### src/rtl/spi_frame_rx.sv
// SPI mode-0 slave front end: synchronises sclk/cs_n/mosi into clk, deframes address/status/data fields, shifts read data onto miso.
// Optional frame truncation flag enabled by defining SPI_FRAME_ERR_EN.
module spi_frame_rx #(
  parameter int SYNC_STAGES = 2,
  parameter int ADDR_W      = 20,
  parameter int STAT_W      = 4,
  parameter int DATA_W      = 16
) (
  input  logic              clk,
  input  logic              reset,
  input  logic              sclk,
  input  logic              cs_n,
  input  logic              mosi,
  output logic              miso,
  input  logic [DATA_W-1:0] rdata,
  output logic [ADDR_W-1:0] addr,
  output logic [STAT_W-1:0] status,
  output logic [DATA_W-1:0] wdata,
  output logic              address_ready,
  output logic              status_ready,
  output logic              data_ready,
  output logic              cs_n_o,
`ifdef SPI_FRAME_ERR_EN
  output logic              frame_err,
`endif
  output logic              miso_start
);

  // Shared receive shifter holds all but the bit arriving with the completing sclk_rise.
  localparam int SR_W  = ((ADDR_W > DATA_W) ? ADDR_W : DATA_W) - 1;
  localparam int CNT_W = $clog2(SR_W + 2);

  typedef enum logic [1:0] {
    RX_IDLE,
    RX_ADDR,
    RX_STAT,
    RX_DATA
  } rx_state_e;

  logic [SYNC_STAGES-1:0] sclk_sync_q, sclk_sync_d;
  logic [SYNC_STAGES-1:0] cs_sync_q, cs_sync_d;
  logic [SYNC_STAGES-1:0] mosi_sync_q, mosi_sync_d;
  logic                   sclk_prev_q, sclk_prev_d;
  logic                   cs_prev_q, cs_prev_d;

  rx_state_e              state_q, state_d;
  logic [CNT_W-1:0]       cnt_q, cnt_d;
  logic [SR_W-1:0]        rx_sr_q, rx_sr_d;
  logic [ADDR_W-1:0]      addr_q, addr_d;
  logic [STAT_W-1:0]      status_q, status_d;
  logic [DATA_W-1:0]      wdata_q, wdata_d;
  logic                   addr_rdy_q, addr_rdy_d;
  logic                   stat_rdy_q, stat_rdy_d;
  logic                   data_rdy_q, data_rdy_d;
  logic [DATA_W-1:0]      miso_sr_q, miso_sr_d;
  logic                   miso_arm_q, miso_arm_d;
  logic                   miso_start_q, miso_start_d;
`ifdef SPI_FRAME_ERR_EN
  logic                   err_q, err_d;
`endif

  logic sclk_s, cs_s, mosi_s;
  logic sclk_rise, sclk_fall, cs_fall;

  assign sclk_s    = sclk_sync_q[SYNC_STAGES-1];
  assign cs_s      = cs_sync_q[SYNC_STAGES-1];
  assign mosi_s    = mosi_sync_q[SYNC_STAGES-1];
  assign sclk_rise = sclk_s & ~sclk_prev_q;
  assign sclk_fall = ~sclk_s & sclk_prev_q;
  assign cs_fall   = cs_prev_q & ~cs_s;

  always_comb begin
    sclk_sync_d = {sclk_sync_q[SYNC_STAGES-2:0], sclk};
    cs_sync_d   = {cs_sync_q[SYNC_STAGES-2:0], cs_n};
    mosi_sync_d = {mosi_sync_q[SYNC_STAGES-2:0], mosi};
    sclk_prev_d = sclk_s;
    cs_prev_d   = cs_s;
  end

  always_comb begin
    state_d      = state_q;
    cnt_d        = cnt_q;
    rx_sr_d      = rx_sr_q;
    addr_d       = addr_q;
    status_d     = status_q;
    wdata_d      = wdata_q;
    addr_rdy_d   = 1'b0;
    stat_rdy_d   = 1'b0;
    data_rdy_d   = 1'b0;
    miso_sr_d    = miso_sr_q;
    miso_arm_d   = miso_arm_q;
    miso_start_d = 1'b0;
`ifdef SPI_FRAME_ERR_EN
    err_d        = 1'b0;
`endif

    if (state_q == RX_IDLE) begin
      if (cs_fall) begin
        state_d = RX_ADDR;
        cnt_d   = '0;
      end
    end else begin
      if (sclk_rise) begin
        rx_sr_d = {rx_sr_q[SR_W-2:0], mosi_s};
        cnt_d   = cnt_q + CNT_W'(1);
        unique case (state_q)
          RX_ADDR: if (cnt_q == CNT_W'(ADDR_W - 1)) begin
            addr_d     = {rx_sr_q[ADDR_W-2:0], mosi_s};
            addr_rdy_d = 1'b1;
            state_d    = RX_STAT;
            cnt_d      = '0;
          end
          RX_STAT: if (cnt_q == CNT_W'(STAT_W - 1)) begin
            status_d   = {rx_sr_q[STAT_W-2:0], mosi_s};
            stat_rdy_d = 1'b1;
            state_d    = RX_DATA;
            cnt_d      = '0;
            miso_arm_d = 1'b1;
          end
          RX_DATA: if (cnt_q == CNT_W'(DATA_W - 1)) begin
            wdata_d    = {rx_sr_q[DATA_W-2:0], mosi_s};
            data_rdy_d = 1'b1;
            cnt_d      = '0;
            miso_arm_d = 1'b1;
          end
          default: ;
        endcase
      end

      // The first falling edge after a field boundary loads the next read word.
      if (sclk_fall && state_q == RX_DATA) begin
        if (miso_arm_q) begin
          miso_sr_d    = rdata;
          miso_arm_d   = 1'b0;
          miso_start_d = 1'b1;
        end else begin
          miso_sr_d = {miso_sr_q[DATA_W-2:0], 1'b0};
        end
      end

      // A field completing on the same edge as deselect still reports its pulse.
      if (cs_s) begin
`ifdef SPI_FRAME_ERR_EN
        err_d = (cnt_d != '0) || (state_d == RX_STAT);
`endif
        state_d      = RX_IDLE;
        cnt_d        = '0;
        miso_sr_d    = '0;
        miso_arm_d   = 1'b0;
        miso_start_d = 1'b0;
      end
    end
  end

  always_ff @(posedge clk) begin
    if (reset) begin
      sclk_sync_q  <= '0;
      cs_sync_q    <= '1;
      mosi_sync_q  <= '0;
      sclk_prev_q  <= 1'b0;
      cs_prev_q    <= 1'b1;
      state_q      <= RX_IDLE;
      cnt_q        <= '0;
      rx_sr_q      <= '0;
      addr_q       <= '0;
      status_q     <= '0;
      wdata_q      <= '0;
      addr_rdy_q   <= 1'b0;
      stat_rdy_q   <= 1'b0;
      data_rdy_q   <= 1'b0;
      miso_sr_q    <= '0;
      miso_arm_q   <= 1'b0;
      miso_start_q <= 1'b0;
`ifdef SPI_FRAME_ERR_EN
      err_q        <= 1'b0;
`endif
    end else begin
      sclk_sync_q  <= sclk_sync_d;
      cs_sync_q    <= cs_sync_d;
      mosi_sync_q  <= mosi_sync_d;
      sclk_prev_q  <= sclk_prev_d;
      cs_prev_q    <= cs_prev_d;
      state_q      <= state_d;
      cnt_q        <= cnt_d;
      rx_sr_q      <= rx_sr_d;
      addr_q       <= addr_d;
      status_q     <= status_d;
      wdata_q      <= wdata_d;
      addr_rdy_q   <= addr_rdy_d;
      stat_rdy_q   <= stat_rdy_d;
      data_rdy_q   <= data_rdy_d;
      miso_sr_q    <= miso_sr_d;
      miso_arm_q   <= miso_arm_d;
      miso_start_q <= miso_start_d;
`ifdef SPI_FRAME_ERR_EN
      err_q        <= err_d;
`endif
    end
  end

  assign miso          = (state_q == RX_DATA) & miso_sr_q[DATA_W-1];
  assign addr          = addr_q;
  assign status        = status_q;
  assign wdata         = wdata_q;
  assign address_ready = addr_rdy_q;
  assign status_ready  = stat_rdy_q;
  assign data_ready    = data_rdy_q;
  assign cs_n_o        = cs_s;
  assign miso_start    = miso_start_q;
`ifdef SPI_FRAME_ERR_EN
  assign frame_err     = err_q;
`endif

endmodule

### config.mk
export PLATFORM = sky130hd
export DESIGN_NAME = spi_frame_rx
export DESIGN_NICKNAME = d
export VERILOG_FILES = /design/src/rtl/spi_frame_rx.sv
export SDC_FILE = /design/constraint.sdc
export NUM_CORES = 1
export LEC_CHECK = 0
export ABC_AREA = 0
export CAP_MARGIN = 20
export CORE_MARGIN = 2
export CORE_UTILIZATION = 58
export CTS_BUF_LIST = sky130_fd_sc_hd__clkbuf_4 sky130_fd_sc_hd__clkbuf_8
export CTS_CLUSTER_DIAMETER = 120
export CTS_CLUSTER_SIZE = 25
export DETAILED_ROUTE_END_ITERATION = 8
export GPL_TIMING_DRIVEN = 0
export PLACE_DENSITY_LB_ADDON = 0.08
export SLEW_MARGIN = 20
export SYNTH_ARGS = -nofsm -noshare
export SYNTH_HDL_FRONTEND = slang
export SYNTH_SLANG_ARGS = --single-unit
### constraint.sdc
create_clock -name clk -period 5.64 [get_ports clk]
set_input_delay 0.846 -clock clk [delete_from_list [all_inputs] [get_ports clk]]
set_output_delay 0.846 -clock clk [all_outputs]
set_load 0.005 [all_outputs]
### Word level (Yosys, flattened, before mapping)

Cells that the tools add are included.

| word-level totals | value |
|---|---|
| flip-flop bits (word level) | 95 |
| input port bits | 21 |

| operators by class | value |
|---|---|
| $add $sub $neg | 1 |
| equal/unequal tests | 9 |
| muxes and demuxes | 29 |
| bitwise logic cells | 13 |
| reductions and logical operators | 16 |

Operators with widths:

| operator | count |
|---|---|
| 16-bit 2-to-1 mux | 3 |
| 5-bit 2-to-1 mux | 7 |
| 4-bit OR reduction | 4 |
| 5-bit case mux with 3 select lines | 1 |
| 2-bit 2-to-1 mux | 6 |
| 4-bit AND reduction | 3 |
| 1-bit 2-to-1 mux | 10 |
| 1-bit inverter | 9 |
| 4-bit != test (second input constant) | 2 |
| 2-bit AND reduction | 3 |
| 5-bit by 1-bit adder with 5-bit output (second input constant) | 1 |
| 5-bit by 2-bit == test with 1-bit output (second input constant) | 1 |
| 5-bit by 4-bit == test with 1-bit output (second input constant) | 1 |
| 5-bit == test (second input constant) | 1 |
| 5-bit AND reduction | 1 |
| 1-bit bitwise AND | 4 |
| 2-bit == test (second input constant) | 2 |
| 2-bit case mux with 2 select lines | 1 |
| 4-bit nonzero test | 1 |
| 3-bit nonzero test | 1 |
| 2-bit by 1-bit == test with 1-bit output (second input constant) | 1 |
| 2-bit logical NOT | 1 |
| 2-bit != test (second input constant) | 1 |
| 1-bit case mux with 2 select lines | 1 |
| other kinds (2) | 2 |

### Depth between registers and ports, before layout

Gate-level depths: netlist (run 1).

| depth | value |
|---|---|
| word-level depth | 7 |
| mapped depth | 9 |
| depth with buffers taken out | 7 |

### Worst setup path after synthesis (run 1)

OpenSTA, ideal clock, no wires.

| timing path | value |
|---|---|
| path kind | reg2reg |
| start point | register cnt_q[0] |
| end point | register wdata_q[13] (netlist: wdata[13]) |
| library setup time | 71 ps |
| arrival | 1767 ps |
| required time | 5569 ps |
| setup slack | 3802 ps |
| stages on the path, launching flop included | 10 |
| period minus slack after synthesis | 1838 ps |
| cells stage by stage | dfxtp_1 ha_1 and3_2 ha_1 nand3_1 or2_1 clkbuf_1 buf_2 nand2_1 a21oi_1 |

| on the way | value |
|---|---|
| word-level cells in the longest chain between the ends | 2 |

Ends and longest elaborated chain:

| element | RTL line | source |
|---|---|---|
| start, declared | 47 | `logic [CNT_W-1:0] cnt_q, cnt_d;` |
| start signal, assigned | 184 | `cnt_q <= cnt_d;` |
| 5-bit by 4-bit == test with 1-bit output | 120 | `RX_DATA: if (cnt_q == CNT_W'(DATA_W - 1)) begin` |
| 4-bit AND reduction (no line) | - |  |
| end signal, assigned | 188 | `wdata_q <= wdata_d;` |
| end, declared | 51 | `logic [DATA_W-1:0] wdata_q, wdata_d;` |

No other way between the ends.
A chain may end at the register's enable or synchronous reset.

### Final worst setup path (run 1)

| timing path | value |
|---|---|
| start point | register state_q[1] |
| end point | output port miso |

| on the way | value |
|---|---|
| word-level cells in the longest chain between the ends | 2 |

Ends and longest elaborated chain:

| element | RTL line | source |
|---|---|---|
| start, declared | 46 | `rx_state_e state_q, state_d;` |
| start signal, assigned | 183 | `state_q <= state_d;` |
| 2-bit == test | 201 | `assign miso = (state_q == RX_DATA) & miso_sr_q[DATA_W-1];` |
| 1-bit bitwise AND | 201 |  |
| end, declared | 14 | `output logic miso,` |

No other way between the ends.

==> results of run 1 <==
==> power by group <==
part	total, mW	internal, mW	switching, mW
clock	0.424	0.173	0.251
combinational	0.0508	0.0232	0.0276
sequential	0.676	0.673	0.00254
==> per-stage QoR <==
step,hold slack [ns],setup slack [ns],util,area [sq um]
floorplan,0.389,3.80,-,3800
global placement,0.392,3.22,0.718,4560
detailed placement,0.403,3.18,0.718,4560
CTS,0.426,3.03,0.747,4740
global route,0.458,2.99,0.747,4740
finish,0.425,3.03,0.747,4740
==> logic make-up after synthesis <==
logic type                 count (synthesis)
buffers and inverters                     31
adders and majority gates                  3
DFF                                       95
AOI/OAI and AO/OA                         56
and+or+nand+nor                          178
muxes                                     57
==> registers in the layout, summed over array words and instances, names as in the netlist, 2 cells and up <==
signal,count
addr,20
rx_sr_q,19
miso_sr_q,16
wdata,16
cnt_q,5
status,4
cs_sync_q,2
mosi_sync_q,2
sclk_sync_q,2
state_q,2
==> layer usage <==
| layer | part of all wire | global-route usage |
|---|---|---|
| met5 | 0 | 0 |
| met4 | 0.018 | 0.0909 |
| met3 | 0.049 | 0.0370 |
| met2 | 0.49 | 0.393 |
| met1 | 0.44 | 0.313 |
==> layout by cell type, fill, tap and decap left out, drive strengths merged <==
master and count:
a21o 1, a21oi 43, a221o 1, a22o 1, a22oi 1, and3 2, and4 1, buf 10
clkbuf 27, clkdlybuf4s50 66, clkinvlp 2, dfxtp 95, ha 3, inv 8, mux2 1, mux2i 56
nand2 73, nand2b 5, nand3 6, nand3b 3, nand4 2, nand4b 4, nor2 60, nor2b 10
nor3 3, nor3b 1, nor4 2, o21ai 5, o221ai 2, o22ai 1, o41ai 1, or2 4
or3 1, or3b 1
==> worst register-to-register path, cell delays in order (launching register included) <==
cell      delay, ns
dfxtp_1        0.35
ha_1           0.24
and3_2         0.25
ha_1           0.20
nand3_1        0.18
or2_1          0.13
clkbuf_1       0.37
buf_2          0.31
nand2_1        0.07
a21oi_1        0.15
==> final timing paths <==
check	start	end	slack [ns]
max	state_q[1]$_SDFFE_PP0P_	miso	3.03
min	cs_sync_q[0]$_SDFF_PP1_	cs_sync_q[1]$_SDFF_PP1_	0.43
max reg2reg	cnt_q[0]$_SDFFE_PP0P_	wdata[13]$_SDFFE_PP0P_	3.32
min reg2reg	cs_sync_q[0]$_SDFF_PP1_	cs_sync_q[1]$_SDFF_PP1_	0.43
==> layout make-up <==
cell class                      count  share of cell area
Inverter                            4             0.00317
Clock inverter                      6              0.0111
Buffer                             27              0.0285
Tap cell                           77              0.0203
Multi-Input combinational cell    294               0.369
Clock buffer                       10              0.0277
Timing Repair Buffer               66               0.139
Sequential cell                    95               0.401
==> results.sh, run 1 <==
export IMPL_post_cts_resized=0
export IMPL_p_leak_nw=1.54
export IMPL_fp_dieW_microns=85.0
export IMPL_cts_tree="yes"
export IMPL_synth_simple_area_share=0.216
export IMPL_drv_cap=0
export IMPL_max_slew_margin=0.607
export IMPL_cp_buffers_inverters=2
export IMPL_ys_warnings_count=0
export IMPL_slew_viol_final=0
export IMPL_first_global_vias=2912
export IMPL_status="finished, final reports clean"
export IMPL_hp_class="flop to flop"
export IMPL_cpLargestDelayFamily="buffers and inverters"
export IMPL_core_area_sq_um=6350
export IMPL_portBuffers=66
export IMPL_dp_cells=563
export IMPL_post_cts_buffers=0
export IMPL_crit_arrival_ns=1.76
export IMPL_path_max_fanout=10
export IMPL_slowest_stage="clkdlybuf4s50_1"
export IMPL_critPathKind="flop to output pin"
export IMPL_hold_viol=0
export IMPL_yosysTopAreaCell="dfxtp_1"
export IMPL_fmax_mhz=383
export IMPL_route_detailed_drc=0
export IMPL_totalWireLength_mm=8.34
export IMPL_yosys_top_cells_area="dfxtp_1, mux2i_1, nand2_1"
export IMPL_crit_chain="clkbuf_2 -> and3_1 -> clkdlybuf4s50_1"
export IMPL_period_minus_slack_ns=2.61
export IMPL_globalRouteTotalUtil=0.237
export IMPL_hold_depth=1
export IMPL_min_period_over_period=0.463
export IMPL_n_antenna_cell=0
export IMPL_ys_dominant_reg_cell="dfxtp_1"
export IMPL_clock_sinks=95
export IMPL_drt_pass1_iterations=5
export IMPL_ir_drop_mv=0.184
export IMPL_syn_to_final_growth_pct=24.8
export IMPL_synth_top_cells_by_count="dfxtp_1, nand2_1, nor2_1"
export IMPL_clk_latency_ns=0.35
export IMPL_final_cells=579
export IMPL_critPathMaxStageDelay_ns=0.50
export IMPL_antenna_found_initial=0
export IMPL_initialDrtViolationCount=161
export IMPL_grt_pass1_wl_mm=13.7
export IMPL_critPathLaunchType="flop"
export IMPL_synth_edf_count=0
export IMPL_top_level_ports=67
export IMPL_reg2regPathDepth=9
export IMPL_regArea_sq_um=1900
export IMPL_setup_violations=0
export IMPL_wl_per_cell_microns=14.4
export IMPL_multi_input_comb_area_sq_um=1750
export IMPL_grt_max_degree=18
export IMPL_grt_overflow_total=0
export IMPL_vias=3139
export IMPL_numCtsBuffers=9
export IMPL_synthCells=420
export IMPL_synthXorXnorAreaFrac=0
export IMPL_path_clk_slew_ns=0.10
export IMPL_final_antenna_net_count=0
export IMPL_fillCellCount=494
export IMPL_num_rows=29
export IMPL_dp_hpwl_mm=5.84
export IMPL_cts_root_buf="clkbuf_8"
export IMPL_worstSetupEndpointType="output pin"
export IMPL_synth_compound_area_share=0.0843
export IMPL_post_synth_cell_area_avg_sq_um=9.05
export IMPL_synth_seq_cells=95
export IMPL_synthArstFlopShare=0
export IMPL_worstPathRequired_ns=4.79
export IMPL_drive_gt1_frac=0.0777
export IMPL_die_area_sq_um=7220
export IMPL_synthDistinctLibCells=43
export IMPL_gp_congestion=0.904
export IMPL_postCtsHoldBufs=0
export IMPL_clockBufferDepth=2
export IMPL_setup_tns_ns=0
export IMPL_power_density_nw_per_um2=243
export IMPL_yosys_area_share_adder=0.00987
export IMPL_die_y_microns=85.0
export IMPL_p_total_mw=1.15
export IMPL_layout_nets=521
export IMPL_syn_area_sq_um=3800
export IMPL_yosysMostFrequentCell="dfxtp_1"
export IMPL_worstMarginPinSlew_ns=0.588
export IMPL_drt_vias_per_instance=5.42
export IMPL_rsz0062_at_grt="no"
export IMPL_crit_cells=3
export IMPL_clock_skew_ns=0.00856
export IMPL_muxShareOfSynthArea=0.150
export IMPL_yosysTopAreaCellShare=0.500
export IMPL_start_util=0.599
export IMPL_ys_seq_area_frac=0.500
export IMPL_synth_top_family_by_area="simple AND/OR/NAND/NOR gates"
export IMPL_synth_fp_nets=444
export IMPL_h_tree_depth=3
Note: power is estimated with default switching activity, not from simulation.
==> run 2: changes to the inputs <==
- CORE_UTILIZATION: 58 -> 54
- clock period: 5.64 -> 2.5 ns (I/O delays scaled with it)
==> results.sh, run 2 (same netlist as run 1, synthesis figures left out) <==
export IMPL_crit_arrival_ns=2.51
export IMPL_post_cts_buffers=0
export IMPL_drt_vias_per_instance=5.10
export IMPL_seqPwrFrac=0.578
export IMPL_n_antenna_cell=0
export IMPL_globalRouteTotalUtil=0.234
export IMPL_min_period_over_period=0.883
export IMPL_p_comb_frac=0.043
export IMPL_die_area_sq_um=7730
export IMPL_power_density_nw_per_um2=552
export IMPL_rsz0062_at_grt="no"
export IMPL_final_antenna_net_count=0
export IMPL_hold_viol=0
export IMPL_drt_pass1_iterations=4
export IMPL_drive_gt1_frac=0.0777
export IMPL_path_max_fanout=10
export IMPL_h_tree_depth=3
export IMPL_ir_drop_mv=0.314
export IMPL_worstSetupEndpointType="flop"
export IMPL_clockBufferDepth=2
export IMPL_postCtsHoldBufs=0
export IMPL_critPathLaunchType="flop"
export IMPL_postPlaceCellArea_sq_um=4580
export IMPL_first_global_vias=2965
export IMPL_fp_dieW_microns=87.9
export IMPL_switchingPower_mw=0.654
export IMPL_cts_root_buf="clkbuf_8"
export IMPL_layout_nets=521
export IMPL_dp_hpwl_mm=5.77
export IMPL_max_slew_margin=0.648
export IMPL_initialDrtViolationCount=165
export IMPL_intPower_mw=1.98
export IMPL_layout_commonest_cell="dfxtp_1"
export IMPL_portBuffers=66
export IMPL_p_leak_nw=1.55
export IMPL_hp_class="flop to flop"
export IMPL_wl_per_cell_microns=13.8
export IMPL_period_minus_slack_ns=2.21
export IMPL_post_cts_resized=0
export IMPL_start_util=0.559
export IMPL_clk_latency_ns=0.37
export IMPL_num_rows=30
export IMPL_clock_sinks=95
export IMPL_final_cell_area_sq_um=4780
export IMPL_clock_skew_ns=0.0133
export IMPL_switching_share=0.248
export IMPL_clkPwrFrac=0.379
export IMPL_slew_viol_final=0
export IMPL_route_detailed_drc=0
export IMPL_top_level_ports=67
export IMPL_worst_slack_ns=0.293
export IMPL_core_area_sq_um=6790
export IMPL_vias=3052
export IMPL_largest_reg_flops=20
export IMPL_setup_tns_ns=0
export IMPL_setup_violations=0
export IMPL_worstPathRequired_ns=2.80
export IMPL_syn_to_final_growth_pct=25.7
export IMPL_cts_tree="yes"
export IMPL_mostFrequentLayoutCells="dfxtp_1, nand2_1, clkdlybuf4s50_1, nor2_1, mux2i_1"
export IMPL_fmax_mhz=453
export IMPL_grt_max_degree=19
export IMPL_preCtsSetupSlack_ns=0.313
export IMPL_drv_cap=0
export IMPL_die_y_microns=87.9
export IMPL_numCtsBuffers=9
export IMPL_grt_pass1_wl_mm=14.0
export IMPL_grt_overflow_total=0
export IMPL_antenna_found_initial=0
export IMPL_gp_congestion=0.836
export IMPL_path_clk_slew_ns=0.10
export IMPL_status="finished, final reports clean"
export IMPL_worstMarginPinSlew_ns=0.528
export IMPL_totalWireLength_mm=8.23
export IMPL_critPathKind="flop to flop"
run 2: cell types whose count changed in the layout (fill, tap and decap cells not counted):
| cell | delta |
|---|---|
| inv_6 | -1 |
| inv_8 | +1 |
| clkinvlp_4 | -2 |
| clkbuf_8 | +1 |
| clkbuf_4 | -1 |
| clkinv_4 | +2 |
run 2: critical path, cell delays in order, from the launching register on:
cell      delay [ns]
dfxtp_1         0.35
ha_1            0.25
and3_2          0.23
ha_1            0.21
nand3_1         0.19
or2_1           0.13
clkbuf_1        0.28
buf_2           0.30
nand2_1         0.08
a21oi_1         0.14
run 2: metrics by stage:
| step | power (mW) | hold slack (ns) | util | instances |
|---|---|---|---|---|
| 3_3_place_gp | 1.67 | 0.399 | 0.674 | 582 |
| 3_5_place_dp | 1.67 | 0.401 | 0.674 | 582 |
| 5_1_grt | 2.74 | 0.443 | 0.703 | 598 |
| 2_1_floorplan | 1.62 | 0.389 | - | 420 |
| 6_report | 2.64 | 0.428 | 0.703 | 598 |
| 4_1_cts | 2.66 | 0.435 | 0.703 | 598 |
run 2: layer usage:
layer	share of wire	vias to the layer above	track usage	wire (microns)
met3	0.040	10	0.0490	331
met2	0.43	62	0.362	3560
met1	0.51	1418	0.328	4230
li1	-	1562	-	-
met4	0.013	0	0.0755	111
met5	0	-	0	0
run 2: path summary, 6_finish.rpt:
| path | from | to | slack (ns) | cells after the start |
|---|---|---|---|---|
| worst max-delay path | cnt_q[0]$_SDFFE_PP0P_ | wdata[7]$_SDFFE_PP0P_ | 0.29 | 9 |
| worst min-delay path | cs_sync_q[0]$_SDFF_PP1_ | cs_sync_q[1]$_SDFF_PP1_ | 0.43 | 1 |
| worst max register to register | cnt_q[0]$_SDFFE_PP0P_ | wdata[7]$_SDFFE_PP0P_ | 0.29 | 9 |
| worst min register to register | cs_sync_q[0]$_SDFF_PP1_ | cs_sync_q[1]$_SDFF_PP1_ | 0.43 | 1 |
run 2: cell type report:
class | instances | area, sq um
sequential | 95 | 1900
tap | 96 | 120
multi-input combinational | 294 | 1750
clock buffer | 10 | 138
timing repair buffer | 66 | 661
inverter | 4 | 15.0
clock inverter | 6 | 57.6
fill | 562 | 2020
buffer | 27 | 135
run 2: power by group through the flow:
stage                     Combinational (mW)  Sequential, mW  Clock, mW
after floorplan                       0.0613            1.56          0
after global placement                 0.113            1.56          0
after detailed placement               0.114            1.56          0
after CTS                              0.115            1.52       1.02
after global routing                   0.124            1.53       1.09
final                                  0.114            1.52       1.00
==> run 3: changes to the inputs <==
- GPL_TIMING_DRIVEN: 0 -> unset
==> results.sh, run 3 (same netlist as run 1, synthesis figures left out) <==
export IMPL_status="finished, final reports clean"
export IMPL_first_global_vias=2781
export IMPL_grt_max_degree=35
export IMPL_p_leak_nw=1.55
export IMPL_h_tree_depth=3
export IMPL_initialDrtViolationCount=158
export IMPL_drive_gt1_frac=0.0804
export IMPL_setup_violations=0
export IMPL_critPathKind="flop to output pin"
export IMPL_drt_pass1_iterations=4
export IMPL_dp_cells=565
export IMPL_slew_viol_final=0
export IMPL_drv_cap=0
export IMPL_path_clk_slew_ns=0.09
export IMPL_crit_arrival_ns=1.82
export IMPL_fillCellCount=561
export IMPL_layout_nets=504
export IMPL_core_area_sq_um=6790
export IMPL_cts_tree="yes"
export IMPL_gp_congestion=0.923
export IMPL_worstPathRequired_ns=2.12
export IMPL_clock_skew_ns=0.00626
export IMPL_numCtsBuffers=9
export IMPL_num_rows=30
export IMPL_fp_dieW_microns=87.9
export IMPL_wl_per_cell_microns=13.6
export IMPL_cts_root_buf="clkbuf_8"
export IMPL_clockBufferDepth=2
export IMPL_worstSetupEndpointType="output pin"
export IMPL_final_cells=581
export IMPL_clk_latency_ns=0.36
export IMPL_mostFrequentLayoutCells="dfxtp_1, nand2_1, clkdlybuf4s50_1, nor2_1, mux2i_1"
export IMPL_clock_sinks=95
export IMPL_power_density_nw_per_um2=597
export IMPL_dp_hpwl_mm=5.30
export IMPL_totalWireLength_mm=7.88
export IMPL_layout_commonest_cell="dfxtp_1"
export IMPL_final_antenna_net_count=0
export IMPL_route_detailed_drc=0
export IMPL_drt_vias_per_instance=5.18
export IMPL_path_max_fanout=16
export IMPL_top_level_ports=67
export IMPL_globalRouteTotalUtil=0.216
export IMPL_die_area_sq_um=7730
export IMPL_grt_pass1_wl_mm=12.9
export IMPL_grt_overflow_total=0
export IMPL_n_antenna_cell=0
export IMPL_post_cts_buffers=0
export IMPL_fmax_mhz=456
export IMPL_setup_tns_ns=0
export IMPL_ir_drop_mv=0.487
export IMPL_vias=3008
export IMPL_worstMarginPinSlew_ns=0.601
export IMPL_whs_ns=0.423
export IMPL_syn_to_final_growth_pct=25.8
export IMPL_hp_class="flop to flop"
export IMPL_rsz0062_at_grt="no"
export IMPL_period_minus_slack_ns=2.19
export IMPL_antenna_found_initial=0
export IMPL_postCtsHoldBufs=0
export IMPL_die_y_microns=87.9
export IMPL_post_cts_resized=0
export IMPL_largest_reg_flops=20
export IMPL_max_slew_margin=0.600
export IMPL_portBuffers=66
export IMPL_critPathLaunchType="flop"
export IMPL_min_period_over_period=0.877
export IMPL_start_util=0.559
export IMPL_hold_viol=0
==> run 3: path summary, 6_finish.rpt <==
kind                                 from  cells past startpoint  slack (ns)                      end
setup / recovery  state_q[0]$_SDFFE_PP0P_                      2        0.31                     miso
hold / removal    cs_sync_q[0]$_SDFF_PP1_                      1        0.42  cs_sync_q[1]$_SDFF_PP1_
setup reg to reg    cnt_q[0]$_SDFFE_PP0P_                      7        0.44    wdata[7]$_SDFFE_PP0P_
hold reg to reg   cs_sync_q[0]$_SDFF_PP1_                      1        0.42  cs_sync_q[1]$_SDFF_PP1_
==> run 3: cell type report <==
cell class	instances	area, sq um	area share
Clock buffer	10	138	0.0288
Clock inverter	6	115	0.0241
Inverter	4	15.0	0.00314
Multi-Input combinational cell	294	1750	0.366
Sequential cell	95	1900	0.398
Tap cell	96	120	0.0251
Timing Repair Buffer	76	743	0.155
==> run 3: worst max-delay path: stages, from the launching register on <==
cell	delay, ns
dfxtp_1	0.70
and3_1	0.26
clkdlybuf4s50_1	0.50
==> run 3: stage by stage <==
stage / utilization / total power [mW] / setup slack (ns) / instance area, sq um
6_report: 0.704 / 2.86 / 0.308 / 4780
5_1_grt: 0.704 / 2.95 / 0.220 / 4780
4_1_cts: 0.704 / 2.88 / 0.293 / 4780
3_5_place_dp: 0.667 / 1.67 / 0.444 / 4530
3_3_place_gp: 0.667 / 1.67 / 0.575 / 4530
2_1_floorplan: - / 1.62 / 0.662 / 3800
==> run 3: power by group <==
group	switching, mW	leakage (nW)	total [mW]	internal [mW]
Clock	0.528	0.124	1.23	0.698
Sequential	0.00927	0.766	1.53	1.52
Combinational	0.0529	0.664	0.102	0.0495
==> run 3: layer usage <==
metal  wire length, microns  global-route usage  part of all wire  vias up
li1                       -                   -                 -     1528
met1                   3770               0.302              0.48     1403
met2                   3550               0.318              0.45       70
met3                    468              0.0697             0.059        7
met4                     92              0.0713             0.012        0
met5                      0                   0                 0        -
